`src/rtl/stack_pkg.sv`:
```
// stack_pkg: shared encodings for the CPU stack sequencer.
// Op codes, response codes and FSM states.
package stack_pkg;

  localparam logic [1:0] OP_ILL  = 2'b00;
  localparam logic [1:0] OP_PUSH = 2'b01;
  localparam logic [1:0] OP_POP  = 2'b10;
  localparam logic [1:0] OP_PEEK = 2'b11;

  localparam logic [1:0] ERR_NONE = 2'b00;
  localparam logic [1:0] ERR_OVF  = 2'b01;
  localparam logic [1:0] ERR_UNF  = 2'b10;
  localparam logic [1:0] ERR_ILL  = 2'b11;

  typedef enum logic [2:0] {
    S_IDLE    = 3'd0,
    S_PUSH_WR = 3'd1,
    S_POP_RD  = 3'd2,
    S_POP_CAP = 3'd3,
    S_RESP    = 3'd4
  } state_t;

endpackage

```
`src/rtl/stack_depth_cnt.sv`:
```
// stack_depth_cnt: entry counter with registered empty/full flags.
// Optional high-water mark under STACK_CTRL_HWM_EN.
module stack_depth_cnt
  import stack_pkg::*;
#(
  parameter  int DEPTH = 256,
  localparam int CNT_W = $clog2(DEPTH + 1)
) (
  input  logic             clk,
  input  logic             reset,
  input  logic             inc,
  input  logic             dec,
  output logic [CNT_W-1:0] count,
  output logic             empty,
`ifdef STACK_CTRL_HWM_EN
  output logic [CNT_W-1:0] hwm,
`endif
  output logic             full
);

  logic [CNT_W-1:0] count_nxt;

  // Next count; the controller never raises inc and dec together.
  always_comb begin
    count_nxt = count;
    if (inc)
      count_nxt = count + CNT_W'(1);
    else if (dec)
      count_nxt = count - CNT_W'(1);
  end

  // Flags follow count_nxt so they move on the same edge as count.
  always_ff @(posedge clk) begin
    if (reset) begin
      count <= '0;
      empty <= 1'b1;
      full  <= 1'b0;
    end else begin
      count <= count_nxt;
      empty <= (count_nxt == '0);
      full  <= (count_nxt == CNT_W'(DEPTH));
    end
  end

`ifdef STACK_CTRL_HWM_EN
  // Highest depth reached since reset.
  always_ff @(posedge clk) begin
    if (reset)
      hwm <= '0;
    else if (count_nxt > hwm)
      hwm <= count_nxt;
  end
`endif

endmodule

```
`src/rtl/stack_ctrl.sv`:
```
// stack_ctrl: push/pop/peek sequencer for the CPU stack.
// Optional hwm output with STACK_CTRL_HWM_EN.
module stack_ctrl
  import stack_pkg::*;
#(
  parameter  int DATA_W    = 16,
  parameter  int ADDR_W    = 16,
  parameter      STACK_TOP = 16'hFFFF,
  parameter  int DEPTH     = 256,
  localparam int CNT_W     = $clog2(DEPTH + 1)
) (
  input  logic              clk,
  input  logic              reset,
  input  logic              req_valid,
  output logic              req_ready,
  input  logic [1:0]        req_op,
  input  logic [DATA_W-1:0] req_data,
  output logic              resp_valid,
  input  logic              resp_ready,
  output logic [DATA_W-1:0] resp_data,
  output logic              resp_err,
  output logic [1:0]        resp_code,
  input  logic [ADDR_W-1:0] sp_in,
  output logic              sp_push,
  output logic              sp_pop,
  output logic [ADDR_W-1:0] mem_addr,
  output logic              mem_we,
  output logic              mem_re,
  output logic [DATA_W-1:0] mem_wdata,
  input  logic [DATA_W-1:0] mem_rdata,
  output logic              empty,
  output logic              full,
`ifdef STACK_CTRL_HWM_EN
  output logic [CNT_W-1:0]  hwm,
`endif
  output logic [CNT_W-1:0]  depth
);

  // SP reset value lives in the SP module; only sanity-check it here.
  if (STACK_TOP >= (64'd1 << ADDR_W)) begin : g_bad_top
    $error("STACK_TOP does not fit in ADDR_W");
  end

  state_t            state;
  logic [1:0]        op_q;
  logic [DATA_W-1:0] data_q;
  logic              wr_cyc;
  logic              rd_cyc;

  stack_depth_cnt #(
    .DEPTH (DEPTH)
  ) u_cnt (
    .clk   (clk),
    .reset (reset),
    .inc   (sp_push),
    .dec   (sp_pop),
    .count (depth),
    .empty (empty),
`ifdef STACK_CTRL_HWM_EN
    .hwm   (hwm),
`endif
    .full  (full)
  );

  // Sequencer: accept, memory access, capture, hold response.
  always_ff @(posedge clk) begin
    if (reset) begin
      state     <= S_IDLE;
      op_q      <= OP_ILL;
      data_q    <= '0;
      resp_data <= '0;
      resp_code <= ERR_NONE;
    end else begin
      unique case (state)
        S_IDLE: begin
          if (req_valid) begin
            op_q      <= req_op;
            data_q    <= req_data;
            resp_data <= '0;
            resp_code <= ERR_NONE;
            unique case (req_op)
              OP_PUSH: begin
                if (full) begin
                  resp_code <= ERR_OVF;
                  state     <= S_RESP;
                end else begin
                  state <= S_PUSH_WR;
                end
              end
              OP_POP, OP_PEEK: begin
                if (empty) begin
                  resp_code <= ERR_UNF;
                  state     <= S_RESP;
                end else begin
                  state <= S_POP_RD;
                end
              end
              default: begin
                resp_code <= ERR_ILL;
                state     <= S_RESP;
              end
            endcase
          end
        end
        S_PUSH_WR: state <= S_RESP;
        S_POP_RD:  state <= S_POP_CAP;
        S_POP_CAP: begin
          resp_data <= mem_rdata;
          state     <= S_RESP;
        end
        S_RESP: begin
          if (resp_ready)
            state <= S_IDLE;
        end
        default: state <= S_IDLE;
      endcase
    end
  end

  // Strobes are masked by reset so an aborted sequence issues nothing.
  always_comb begin
    wr_cyc    = (state == S_PUSH_WR) && !reset;
    rd_cyc    = (state == S_POP_RD) && !reset;
    sp_push   = wr_cyc;
    sp_pop    = rd_cyc && (op_q == OP_POP);
    mem_we    = wr_cyc;
    mem_re    = rd_cyc;
    mem_wdata = wr_cyc ? data_q : '0;
    mem_addr  = '0;
    if (wr_cyc)
      mem_addr = sp_in;
    else if (rd_cyc)
      mem_addr = sp_in + ADDR_W'(1);
    req_ready  = (state == S_IDLE);
    resp_valid = (state == S_RESP);
    resp_err   = (resp_code != ERR_NONE);
  end

endmodule

```
`config.mk`:
```
export PLATFORM = sky130hd
export DESIGN_NAME = stack_ctrl
export DESIGN_NICKNAME = d
export VERILOG_FILES = /design/src/rtl/stack_pkg.sv /design/src/rtl/stack_depth_cnt.sv /design/src/rtl/stack_ctrl.sv
export SDC_FILE = /design/constraint.sdc
export NUM_CORES = 1
export LEC_CHECK = 0
export ABC_AREA = 1
export BUFFER_PORTS_ARGS = -buffer_cell sky130_fd_sc_hd__buf_2
export CAP_MARGIN = 40
export CORE_MARGIN = 2
export CORE_UTILIZATION = 45
export DETAILED_ROUTE_END_ITERATION = 7
export HOLD_SLACK_MARGIN = 0.02
export PLACE_DENSITY = 0.76
export SLEW_MARGIN = 20
export SYNTH_ARGS = -nofsm -noshare
export SYNTH_HDL_FRONTEND = slang
export SYNTH_HIERARCHICAL = 1
export SYNTH_SLANG_ARGS = --single-unit
```
`constraint.sdc`:
```
create_clock -name clk -period 2.11 [get_ports clk]
set_clock_uncertainty 0.05 [all_clocks]
set_input_delay 0.422 -clock clk [delete_from_list [all_inputs] [get_ports clk]]
set_output_delay 0.422 -clock clk [all_outputs]
set_load 0.05 [all_outputs]
```
==> results of run 1 <==
[power by group through the flow]
stage | sequential (mW) | combinational (mW) | clock [mW]
floorplan | 1.05 | 0.269 | 0
global placement | 1.03 | 0.412 | 0
detailed placement | 1.03 | 0.419 | 0
CTS | 1.01 | 0.430 | 0.728
global route | 1.02 | 0.488 | 0.763
finish | 1.02 | 0.443 | 0.714
[how the worst max path moves through the flow]
stage	startpoint	endpoint	slack (ns)	cells after the start
after floorplan	state[2]$_SDFFE_PP0P_	u_cnt/full$_SDFF_PP0_	-0.09	13
after global placement	sp_in[0]	mem_addr[6]	0.07	8
after detailed placement	reset	mem_addr[11]	0.06	8
after CTS	state[2]$_SDFFE_PP0P_	mem_addr[3]	-0.02	8
after global routing	state[0]$_SDFFE_PP0P_	mem_addr[7]	-0.009	9
final	state[0]$_SDFFE_PP0P_	mem_addr[3]	0.06	8
[registers in the layout, summed over array words and instances (netlist names)]
name         flops
data_q          16
resp_data       16
op_q             2
u_cnt/count      9
u_cnt/empty      1
u_cnt/full       1
resp_code        2
state            3
[worst register-to-register path: stages, from the launching register on]
cell      delay (ns)
dfxtp_4         0.38
inv_4           0.07
nand2_4         0.08
inv_4           0.07
nand3_4         0.09
nor3_4          0.15
nand2_1         0.07
inv_1           0.11
nand3_1         0.13
o211ai_1        0.15
nand2_1         0.09
nor2_1          0.17
nand3_1         0.10
nor2_1          0.08
[cell families (layout without fill, tap and decap cells)]
| logic type | Yosys count | after routing | synth area share, % |
|---|---|---|---|
| AND/OR/NAND/NOR | 245 | 245 | 36.3 |
| AO/OA/AOI/OAI | 84 | 84 | 15.7 |
| buffers and inverters | 78 | 211 | 11.2 |
| flip-flops | 50 | 50 | 34.9 |
| adder cells (fa/ha/maj) | 3 | 3 | 1.31 |
| XOR/XNOR | 2 | 2 | 0.610 |
[metrics by stage]
| stage | total power, mW | hold slack, ns | instances | TNS (ns) |
|---|---|---|---|---|
| final | 2.17 | 0.305 | 672 | 0 |
| after floorplan | 1.32 | 0.379 | 462 | -0.398 |
| after global placement | 1.44 | 0.388 | 662 | 0 |
| after global routing | 2.27 | 0.309 | 672 | -0.00871 |
| after CTS | 2.17 | 0.305 | 671 | -0.0155 |
| after detailed placement | 1.45 | 0.394 | 662 | 0 |
[cells in the final DEF (no fill, tap or decap)]
master,netlist,layout
nand2_1,134,132
buf_2,6,103
inv_1,59,56
nor2_1,51,50
dfxtp_1,50,47
a21oi_1,44,42
nand3_1,35,34
o21ai_0,30,21
buf_4,3,21
nand4_1,11,11
buf_6,1,11
a21oi_2,4,6
clkbuf_8,0,6
o21ai_1,0,5
inv_2,4,4
inv_4,1,4
o21ai_2,0,4
nand2_2,3,4
nor2_4,2,3
nor3_1,4,3
o211ai_1,3,3
ha_1,3,3
clkbuf_4,0,3
nand2_4,1,2
nand3_4,0,2
xor2_1,2,2
nand3b_1,2,2
dfxtp_2,0,2
o21bai_1,1,1
a21o_1,1,1
a22o_2,0,1
or2_2,1,1
nor3_4,0,1
bufinv_16,0,1
inv_6,0,1
buf_12,0,1
dfxtp_4,0,1
[final cells by class]
class	count	area, um2	area share (%)
clock buffers	6	82.6	2.10
clock inverters	2	38.8	0.985
inverters	64	250	6.36
multi-input cells	334	1620	41.2
flip-flops and latches	50	1010	25.6
well taps	77	96.3	2.45
repair buffers	139	840	21.3
[metal layers]
layer	global-route usage, %	vias up	part of all wire [%]
met5	0	-	0
met4	3.52	0	0.56
met3	5.44	7	6.4
met2	37.7	102	49
met1	25.5	1531	44
li1	-	1734	-
[repair_timing]
item,in CTS,in global routing
cloned,0,0
buffers inserted,1,1
pin swaps,1,2
resized for setup,24,25
setup endpoints to repair,27,38
==> impl_metrics.toml, run 1 <==
[outcome]
status = "complete, no violations"

[global_routing]
grt_max_degree = 38
first_global_vias = 2997
grt.total_usage_pct = 21.0
grt_pass1_wl_um = 12600
antenna_found_initial = 0
grt-ovfl-total = 0

[route]
ant_nets = 0
drt_iter0_markers = 95
routed_via_density = 5.02
wl_um = 7810
dr.pass1.iters = 5
num_vias = 3374
wl_per_cell_um = 11.6
drc = 0

[synth]
syn-num-nets = 519
synth_flop_cell = "dfxtp_1"
synthTopCellsByCount = "nand2_1, inv_1, nor2_1, dfxtp_1, a21oi_1"
ys_seq_area_share_pct = 34.9
async_flop_share_pct = 0
yosys_warnings = 6
ys_ff_latch = 50
yosysMostFrequentCell = "nand2_1"
netlist_top_cells_area = "dfxtp_1, nand2_1, inv_1"
synth.distinct_cells = 29
synth_area_um2 = 2870
synth_edf_count = 0
synthCells = 462
synth_area_per_cell_um2 = 6.22
yosysTopAreaCellShare_pct = 34.9
yosys.area.top_type = "dfxtp_1"

[critical_path]
critPathBufInv = 3
critical_path.cell_chain = "inv_2 > nor2_4 > nand3_4 > buf_6 > nand2_1 > o21ai_1 > a21oi_2 > buf_6"
cp_slowest_stage_delay_ns = 0.35
crit_path_frequent_cell = "buf_6"
r2r_slack_ns = 0.27
end_kind = "primary output"
cp_top_family = "buffers and inverters"
cp_data_required_time_ns = 1.64
worstReg2RegEnd = "u_cnt/full$_SDFF_PP0_"
path_max_fanout = 5
slowest_stage = "dfxtp_2"
reg2reg_depth = 13
worst_ep_arrival_time_ns = 1.58
critPathLaunchType = "flip-flop"
crit-reg2reg-launch = "state[2]$_SDFFE_PP0P_"
worst-setup-path-type = "reg -> out"

[sta]
period_needed_ns = 2.05
hold_violations = 0
max_freq_ghz = 0.487
period_share_pct = 97.4
slew-limit-headroom_pct = 75.9
tightest_slew_ns = 0.359
setup_violations = 0
slew_violations = 0
finalWorstSetupSlack_ns = 0.0553

[pwr]
vdd_drop_max_v = 0.000456
clkPwrFrac_pct = 32.9
power.leakage_nw = 1.99
p_per_area_nw_per_um2 = 552
switching_share_pct = 29.8
p_switching_mw = 0.648
comb_power_share_pct = 20.4
internal-power_mw = 1.52
seqPwrFrac_pct = 46.8

[min_path]
whs_path_depth = 3
hp-class = "in -> reg"
holdPathEnd = "resp_data[0]$_SDFFE_PP0P_"
worstHoldStart = "mem_rdata[0]"

[die]
start_util_pct = 45.7
fp.dieArea_um2 = 7040
pin_count = 122
die_h_um = 83.9
row_count = 29
die_w_um = 83.9
core_area_um2 = 6280

[clock_network]
cts.clk_slew.worst_paths_ns = 0.10
cts.sinks = 50
clock_path_buffers = 2
h-tree-depth = 2
cts_hold_buf = 0
clk_latency_ns = 0.30
tritoncts = "done"
cts_buffers = 5
cts_root_buffer = "clkbuf_8"

[final_layout]
area_growth_pct = 37.1
nFillCells = 591
stdcell_area_um2 = 3940
fin_util_pct = 62.7
drive_gt1_share_pct = 30.6
diodes = 0
num-nets-final = 651

[place]
dpl-instance-area_um2 = 3660
place.gp.congestion = 0.864
io_buffers = 121
dpl.hpwl_um = 5830
dp_slack_ns = 0.0605

[run]
maxCapViolations = 0
Note: power is estimated with default switching activity, not from simulation.
==> run 2: changes to the inputs <==
CORE_UTILIZATION = 40   (was 45)
PLACE_DENSITY = 0.72   (was 0.76)
clock period = 1.73 ns   (was 2.11 ns; I/O delays follow)
==> run 2 against run 1 <==
  * The run now ends with setup timing left
  * Global-route usage down 0.19 points
  * Combinational power up 73%
  * Critical endpoint is now mem_addr[9]
  * Die area up 12%
  * Sequential cell count unchanged
  * Sequential share of layout area down 5.3 points
  * Critical path type unchanged
  * Core utilization up 9.7 points
  * Count of clock-buffer cells in the layout unchanged
  * Sequential power up 22%
==> impl_metrics.toml, run 2 (synthesis gave the netlist of run 1 again) <==
[outcome]
status = "finished with violations"
violations = "setup timing"

[sta]
period_share_pct = 118
slew-limit-headroom_pct = 74.6
finalWorstSetupSlack_ns = -0.313
setup_violations = 47
slew_violations = 0
max_freq_ghz = 0.489
hold_violations = 0
period_needed_ns = 2.04
tightest_slew_ns = 0.381
holdWs_ns = 0.238
rsz0062_at_grt = "yes"

[clock_network]
clock_path_buffers = 2
cts.clk_slew.worst_paths_ns = 0.09
cts_hold_buf = 0
cts_root_buffer = "clkbuf_8"
tritoncts = "done"
clk_latency_ns = 0.30
cts_buffers = 5
cts.sinks = 50
h-tree-depth = 2

[critical_path]
critical_path.cell_chain = "inv_2 > buf_6 > nand2_4 > inv_4 > nand3_4 > inv_4 > buf_12 > nand3_2 > o21ai_2 > buf_6"
worst_ep_arrival_time_ns = 1.65
path_max_fanout = 6
end_kind = "primary output"
critPathLaunchType = "flip-flop"
slowest_stage = "dfxtp_2"
worst-setup-path-type = "reg -> out"
cp_data_required_time_ns = 1.33
cp_slowest_stage_delay_ns = 0.34

[route]
wl_um = 10100
dr.pass1.iters = 4
routed_via_density = 5.04
ant_nets = 0
wl_per_cell_um = 13.7
drt_iter0_markers = 126
num_vias = 3707
drc = 0

[final_layout]
final_common_cell = "nand2_1"
nFillCells = 524
num-nets-final = 696
diodes = 0
largestRegisters = "data_q: 16 flops, resp_data: 16 flops, u_cnt/count: 9 flops"
regArea_um2 = 1010
layoutNonFillerInstCount = 736
final_cell_mix = "nand2_1, buf_2, inv_1"
area_growth_pct = 73.2
drive_gt1_share_pct = 46.7
multi_input_comb_area_um2 = 2060

[pwr]
power.leakage_nw = 2.31
p_per_area_nw_per_um2 = 539
vdd_drop_max_v = 0.000435

[global_routing]
grt_max_degree = 38
antenna_found_initial = 0
grt-ovfl-total = 0
first_global_vias = 3225
grt_pass1_wl_um = 13300
grt.total_usage_pct = 20.8

[die]
die_w_um = 88.7
start_util_pct = 41.8
row_count = 30
core_area_um2 = 6870
fp.dieArea_um2 = 7870
pin_count = 122
die_h_um = 88.7

[run]
maxCapViolations = 0

[place]
io_buffers = 121
dpl.hpwl_um = 6270
place.gp.congestion = 0.887
dp_cells = 710
dp_slack_ns = -0.301

[min_path]
hp-class = "in -> reg"
==> run 2: cell types whose count changed in the layout (fill, tap and decap cells not counted), moves of 11 or more <==
cell / delta
nor2_4: +11
nor2_1: -17
nand2_2: +20
buf_4: +31
nand3_1: -17
buf_6: +16
buf_2: -20
nand2_1: -25
nand3_2: +13
==> run 2: area by class of cell <==
type                    instances  share of cell area (%)
clock buffers                   6                    1.46
flip-flops and latches         50                    20.3
multi-input cells             338                    41.4
inverters                      64                    5.33
repair buffers                180                    28.9
well taps                      96                    2.42
clock inverters                 2                   0.277
==> run 2: power by group <==
part / internal [mW] / leakage (nW) / switching, mW / total, mW
clock network: 0.286 / 0.0452 / 0.388 / 0.674
logic: 0.297 / 1.86 / 0.471 / 0.768
registers: 1.21 / 0.409 / 0.0274 / 1.24
==> run 2: timing repair <==
action / 4_1_cts / 5_1_grt
setup endpoints to repair: 46 / 50
resized for setup: 112 / 71
pin swaps: 9 / 28
cloned: 0 / 6
buffers inserted: 3 / 9
==> run 2: critical path: cells and delay by family (launching register included) <==
kind	cells	cell delay (ns)
buf+inv	6	0.67
flops	1	0.34
simple gates	3	0.25
compound gates	1	0.09
==> run 2: worst paths after layout <==
kind | start | to | slack, ns | depth (start not counted)
min reg2reg | data_q[9]$_SDFFE_PP0P_ | data_q[9]$_SDFFE_PP0P_ | 0.41 | 2
max | state[0]$_SDFFE_PP0P_ | mem_addr[9] | -0.31 | 10
max reg2reg | state[0]$_SDFFE_PP0P_ | u_cnt/full$_SDFF_PP0_ | -0.29 | 17
min | mem_rdata[8] | resp_data[8]$_SDFFE_PP0P_ | 0.24 | 3
==> run 2: metrics by stage <==
step	area [um2]	utilization, %	power (mW)	setup TNS (ns)
2_1_floorplan	3050	-	1.64	-5.42
3_3_place_gp	4060	59.0	1.83	-5.20
3_5_place_dp	4060	59.0	1.84	-6.63
4_1_cts	4520	65.9	2.56	-8.32
5_1_grt	4970	72.4	2.80	-14.19
6_report	4970	72.4	2.68	-9.13
==> run 2: routing by layer <==
metal / part of all wire (%) / vias to the layer above / GRT usage, %
met5: 0 / - / 0
met4: 2.4 / 0 / 5.79
met3: 5.5 / 22 / 3.73
met2: 51 / 142 / 38.5
met1: 41 / 1711 / 24.4
li1: - / 1832 / -
